$ cat config.mk
export PLATFORM = sky130hd
export DESIGN_NAME = pipelined_cla_addsub
export DESIGN_NICKNAME = d
export VERILOG_FILES = /design/src/rtl/cla_pkg.sv /design/src/rtl/cla_block.sv /design/src/rtl/pipelined_cla_addsub.sv
export SDC_FILE = /design/constraint.sdc
export NUM_CORES = 1
export LEC_CHECK = 0
export ABC_AREA = 1
export CAP_MARGIN = 40
export CORE_MARGIN = 2
export CORE_UTILIZATION = 56
export CTS_CLUSTER_DIAMETER = 200
export DETAILED_ROUTE_END_ITERATION = 7
export PLACE_DENSITY = 0.8
export SYNTH_ARGS = -nofsm -noshare
export SYNTH_HDL_FRONTEND = slang
export SYNTH_SLANG_ARGS = --single-unit
$ cat constraint.sdc
create_clock -name clock -period 4.4 [get_ports clock]
set_input_delay 0.44 -clock clock [delete_from_list [all_inputs] [get_ports clock]]
set_output_delay 0.44 -clock clock [all_outputs]
set_load 0.03 [all_outputs]
$ cat src/rtl/cla_pkg.sv
// Shared types and elaboration helpers for the pipelined carry-lookahead adder/subtractor.
package cla_pkg;

   typedef struct packed {
      logic g;
      logic p;
   } gp_t;

   function automatic int cla_groups(input int width, input int block);
      return width / block;
   endfunction

   function automatic bit cla_params_ok(input int width, input int block, input int stages);
      if (block < 1 || stages < 1) return 1'b0;
      if (width % block != 0) return 1'b0;
      if (stages > width / block) return 1'b0;
      return ((width / block) % stages) == 0;
   endfunction

endpackage

$ cat src/rtl/cla_block.sv
// One BLOCK-bit carry-lookahead group: slice sum plus group generate/propagate.
module cla_block #(
   parameter int BLOCK = 8
) (
   input  logic [BLOCK-1:0] a,
   input  logic [BLOCK-1:0] b,
   input  logic             cin,
   output logic [BLOCK-1:0] sum,
   output logic             g,
   output logic             p
);

   logic [BLOCK-1:0] bit_g;
   logic [BLOCK-1:0] bit_p;
   logic [BLOCK-1:0] carry;

   assign bit_g = a & b;
   assign bit_p = a ^ b;

   always_comb begin
      carry[0] = cin;
      for (int i = 1; i < BLOCK; i++) begin
         carry[i] = bit_g[i-1] | (bit_p[i-1] & carry[i-1]);
      end
   end

   assign sum = bit_p ^ carry;

   // Group generate is independent of cin so the stage lookahead can use it early.
   always_comb begin
      g = 1'b0;
      for (int i = 0; i < BLOCK; i++) begin
         g = bit_g[i] | (bit_p[i] & g);
      end
   end

   assign p = &bit_p;

endmodule

$ cat src/rtl/pipelined_cla_addsub.sv
// Pipelined CLA adder/subtractor: STAGES register stages of GPS lookahead groups, valid/ready per stage.
// Status flags (overflow, zero, negative) exist only when CLA_FLAGS_EN is defined.
module pipelined_cla_addsub
   import cla_pkg::*;
#(
   parameter int WIDTH  = 32,
   parameter int BLOCK  = 8,
   parameter int STAGES = 4
) (
   input  logic             clock,
   input  logic             reset_n,
   input  logic             in_valid,
   output logic             in_ready,
   input  logic [WIDTH-1:0] A,
   input  logic [WIDTH-1:0] B,
   input  logic             c_in,
   input  logic             sub,
   output logic             out_valid,
   input  logic             out_ready,
   output logic [WIDTH-1:0] data_result,
   output logic             c_out
`ifdef CLA_FLAGS_EN
   ,
   output logic             overflow,
   output logic             zero,
   output logic             negative
`endif
);

   localparam int NBLK = cla_groups(WIDTH, BLOCK);
   localparam int GPS  = NBLK / STAGES;
   localparam int SW   = GPS * BLOCK;
   localparam int LAST = STAGES - 1;

   if (!cla_params_ok(WIDTH, BLOCK, STAGES)) begin : g_param_check
      $error("pipelined_cla_addsub: illegal WIDTH/BLOCK/STAGES combination");
   end

   logic [WIDTH-1:0]  a_st    [STAGES];
   logic [WIDTH-1:0]  b_st    [STAGES];
   logic [WIDTH-1:0]  s_st    [STAGES];
   logic [WIDTH-1:0]  sum_nxt [STAGES];
   logic [STAGES-1:0] c_st;
   logic [STAGES-1:0] c_nxt;
   logic [STAGES-1:0] up_vld;

   logic [WIDTH-1:0]  a_q   [STAGES];
   logic [WIDTH-1:0]  b_q   [STAGES];
   logic [WIDTH-1:0]  sum_q [STAGES];
   logic [STAGES-1:0] c_q;
   logic [STAGES-1:0] v_q;
   logic [STAGES:0]   rdy;

   gp_t  [NBLK-1:0]   gp;
   logic [NBLK-1:0]   grp_cin;
   logic [WIDTH-1:0]  blk_sum;

   // Stage 0 sees the effective operands; later stages see the previous stage registers.
   always_comb begin
      a_st[0]   = A;
      b_st[0]   = sub ? ~B : B;
      c_st[0]   = sub | c_in;
      s_st[0]   = '0;
      up_vld[0] = in_valid;
      for (int k = 1; k < STAGES; k++) begin
         a_st[k]   = a_q[k-1];
         b_st[k]   = b_q[k-1];
         c_st[k]   = c_q[k-1];
         s_st[k]   = sum_q[k-1];
         up_vld[k] = v_q[k-1];
      end
   end

   always_comb begin
      rdy[STAGES] = out_ready;
      for (int k = STAGES - 1; k >= 0; k--) begin
         rdy[k] = ~v_q[k] | rdy[k+1];
      end
   end

   assign in_ready = rdy[0];

   for (genvar j = 0; j < NBLK; j++) begin : g_blk
      localparam int S = j / GPS;
      cla_block #(.BLOCK(BLOCK)) u_blk (
         .a   (a_st[S][j*BLOCK +: BLOCK]),
         .b   (b_st[S][j*BLOCK +: BLOCK]),
         .cin (grp_cin[j]),
         .sum (blk_sum[j*BLOCK +: BLOCK]),
         .g   (gp[j].g),
         .p   (gp[j].p)
      );
   end

   // Second lookahead level: group carries within each stage from group G/P.
   always_comb begin : lookahead
      logic c;
      c       = 1'b0;
      grp_cin = '0;
      c_nxt   = '0;
      for (int k = 0; k < STAGES; k++) begin
         c = c_st[k];
         for (int i = 0; i < GPS; i++) begin
            grp_cin[k*GPS+i] = c;
            c = gp[k*GPS+i].g | (gp[k*GPS+i].p & c);
         end
         c_nxt[k] = c;
      end
   end

   always_comb begin
      for (int k = 0; k < STAGES; k++) begin
         sum_nxt[k] = s_st[k];
         sum_nxt[k][k*SW +: SW] = blk_sum[k*SW +: SW];
      end
   end

   always_ff @(posedge clock) begin
      if (!reset_n) begin
         v_q <= '0;
         c_q <= '0;
         for (int k = 0; k < STAGES; k++) begin
            a_q[k]   <= '0;
            b_q[k]   <= '0;
            sum_q[k] <= '0;
         end
      end else begin
         for (int k = 0; k < STAGES; k++) begin
            if (rdy[k]) begin
               v_q[k] <= up_vld[k];
               if (up_vld[k]) begin
                  a_q[k]   <= a_st[k];
                  b_q[k]   <= b_st[k];
                  sum_q[k] <= sum_nxt[k];
                  c_q[k]   <= c_nxt[k];
               end
            end
         end
      end
   end

   assign out_valid   = v_q[LAST];
   assign data_result = sum_q[LAST];
   assign c_out       = c_q[LAST];

`ifdef CLA_FLAGS_EN
   logic [STAGES-1:0] z_st;
   logic [STAGES-1:0] z_nxt;
   logic [STAGES-1:0] z_q;
   logic              ov_nxt;
   logic              ov_q;

   always_comb begin
      z_st[0] = 1'b1;
      for (int k = 1; k < STAGES; k++) begin
         z_st[k] = z_q[k-1];
      end
      for (int k = 0; k < STAGES; k++) begin
         z_nxt[k] = z_st[k] & (blk_sum[k*SW +: SW] == '0);
      end
      // Same-sign operands yielding an opposite-sign result: equals carry-in(msb) ^ carry-out.
      ov_nxt = (a_st[LAST][WIDTH-1] ~^ b_st[LAST][WIDTH-1]) &
               (sum_nxt[LAST][WIDTH-1] ^ a_st[LAST][WIDTH-1]);
   end

   always_ff @(posedge clock) begin
      if (!reset_n) begin
         z_q  <= '0;
         ov_q <= 1'b0;
      end else begin
         for (int k = 0; k < STAGES; k++) begin
            if (rdy[k] && up_vld[k]) z_q[k] <= z_nxt[k];
         end
         if (rdy[LAST] && up_vld[LAST]) ov_q <= ov_nxt;
      end
   end

   assign overflow = ov_q;
   assign zero     = z_q[LAST];
   assign negative = sum_q[LAST][WIDTH-1];
`endif

endmodule

==> flow_summary.ini <==
[timing]
max_slew_margin = 0.474
fmax_mhz = 248
period_share = 0.915
finalCriticalPeriod_ns = 4.03
hold_violations = 0
rsz0062_at_grt = false
final.setup_skew_ns = 0.00753
holdWs_ns = 0.497
maxSlewViolCount = 0
setup-violations-final = 0
tightest_slew_ns = 0.787
tns_ns = 0

[logic_synthesis]
synth_edf_count = 176
synth_top_cell_by_area = edfxtp_1
syn_avg_cell_area_um2 = 11.3
synthTopCellsByArea = edfxtp_1 61%, inv_1 8.1%, nor2_1 7.9%, fa_1 6.5%, ha_1 4.6%
syn_area_um2 = 8680
ys_top_cells_by_count = 187 x inv_1, 183 x nor2_1, 176 x edfxtp_1, 52 x nand2_1, 34 x xnor2_1
yosys_warnings = 0
synth_flop_cell = edfxtp_1
synth_seq_area_share = 0.627
async_reset_ff_frac = 0
synth_top_area_frac = 0.609
synth_cell_types = 22
syn-num-nets = 896
ys_ff_latch = 184
synth.most_common_cell = inv_1
synthCells = 766

[pwr]
seqPwrFrac = 0.522
p_leak_nw = 4.51
comb_power_share = 0.110
power.switching_uw = 921
power_frac_clock = 0.369
powerDensity_nw_per_um2 = 379
power.internal_mw = 3.07
vdd_ir_drop_max_uv = 323
netSwitchingFraction = 0.231

[routing]
via_count = 4992
first_pass_iters = 5
wl_per_cell_um = 12.6
drtAntennaViolNets = 0
wl_um = 13600
viasPerCell = 4.63
drt_iter0_markers = 308
drcViolationCount = 0

[worst_hold_path]
hold_path_class = flop to flop

[worst_setup_path]
path_max_fanout = 2
cp-start-kind = input port
crit_top_cell = fa_1
end_kind = flop
critPathTopFamily = adder cells
crit_type = input port to flop
arrival_ns = 4.21
critPathSlowestCell = clkdlybuf4s50_1
required_ns = 4.58
worst-path-buf-inv = 2
path_cells = clkdlybuf4s50_1, inv_1, fa_1, fa_1, fa_1, fa_1, fa_1, fa_1, fa_1, xor2_1, nor2_1
max_stage_delay_ns = 0.47

[final_layout]
antennaDiodeCount = 0
nets = 1007
drive_gt1_frac = 0.0607
final_cells = 1078
area_delta_synth_final_pct = 21.0

[die]
dieArea_um2 = 16500
row_count = 45
coreArea_um2 = 15200
die_w_um = 129
start_util = 0.571
chipHeight_um = 129
num_io_pins = 105

[cts]
clock_path_buffers = 2
cts_setup_buffers = 0
clock_latency_ns = 0.43
postCtsHoldBufs = 0
cts.reportedPaths.clkPinSlew_ns = 0.07
cts_made_buffers = 17
cts_tree = done
h-tree-depth = 4
cts_resized = 0
cts-root-buf = clkbuf_16
cts_num_sinks = 184

[grt]
grt_pass1_vias = 4915
grt-ovfl-total = 0
track_usage = 0.180
grt_first_pass_wirelength_um = 23000
antenna_found_initial = 0
grt_max_degree = 49

[placement]
routabilityCongestion = 0.832
io_buffers = 104
placedCellCount = 1046
dp_hpwl_um = 9870

[run_status]
outcome = completed

[flow_run]
max_cap_viol_count = 0
## cells in the final DEF (no fill, tap or decap), drive strengths merged
master / netlist / layout
bufinv: 0 / 2
clkbuf: 6 / 17
nand3: 9 / 9
clkinv: 0 / 6
fa: 28 / 28
clkinvlp: 0 / 6
o21ai: 2 / 2
dfxtp: 8 / 8
nor3: 3 / 3
inv: 191 / 192
nand2: 54 / 54
ha: 32 / 32
xor2: 2 / 2
a21oi: 12 / 12
edfxtp: 176 / 176
xnor2: 34 / 34
o21bai: 2 / 2
clkdlybuf4s50: 0 / 103
nor2: 186 / 186
buf: 17 / 12
nand4: 2 / 2
a41oi: 2 / 2
## registers in the layout, summed over array words and instances, names as in the netlist
| name | cells |
|---|---|
| a_q | 48 |
| v_q | 4 |
| b_q | 48 |
| sum_q | 80 |
| c_q | 4 |
## worst paths after layout
check                               start  slack, ns  cells past startpoint           end
worst max register to register  b_q[0][8]       0.81                     11  sum_q[1][15]
worst min-delay path               v_q[1]       0.50                      2        v_q[2]
worst min register to register     v_q[1]       0.50                      2        v_q[2]
worst max-delay path                 A[0]       0.37                     11   sum_q[0][7]
## layer usage
metal | wire [um] | share of wire | global-route usage
met5 | 0 | 0 | 0
met4 | 249 | 0.018 | 0.0646
met3 | 755 | 0.056 | 0.0474
met2 | 6370 | 0.47 | 0.288
met1 | 6200 | 0.46 | 0.243
## worst min-delay path, stage by stage (launching register included)
cell and delay [ns]:
dfxtp_1 0.31, inv_1 0.07, a21oi_1 0.07
## layout make-up
type,instances,area [um^2]
clock buffer,17,425
inverter,191,717
timing repair buffer,115,1170
tap,188,235
clock inverter,15,154
fill,1088,4690
sequential,184,5450
multi-input combinational,368,2370
## power groups by stage
stage / combinational [mW] / sequential [mW] / clock, mW
after detailed placement: 0.438 / 2.12 / 0
after global placement: 0.416 / 2.12 / 0
final: 0.437 / 2.08 / 1.47
after floorplan: 0.246 / 2.14 / 0
after CTS: 0.442 / 2.08 / 1.49
after global routing: 0.496 / 2.09 / 1.56
## logic make-up after synthesis
logic type	count (synthesis)	synth area share
DFF	184	0.627
AOI/OAI and AO/OA	18	0.0118
xor gates and xnor gates	36	0.0363
and+or+nand+nor	254	0.114
buffers and inverters	214	0.101
adders and majority gates	60	0.111
## per-stage QoR
stage                     total power [mW]  area [um^2]  setup WS, ns  utilization
after floorplan                       2.39         8680         0.319            -
after global placement                2.53         9860       -0.0840        0.648
after detailed placement              2.56         9930       -0.0799        0.653
after CTS                             4.01        10500         0.365        0.692
after global routing                  4.14        10500         0.254        0.692
final                                 3.99        10500         0.373        0.692
No activity file was read; power rests on OpenSTA's default activity.
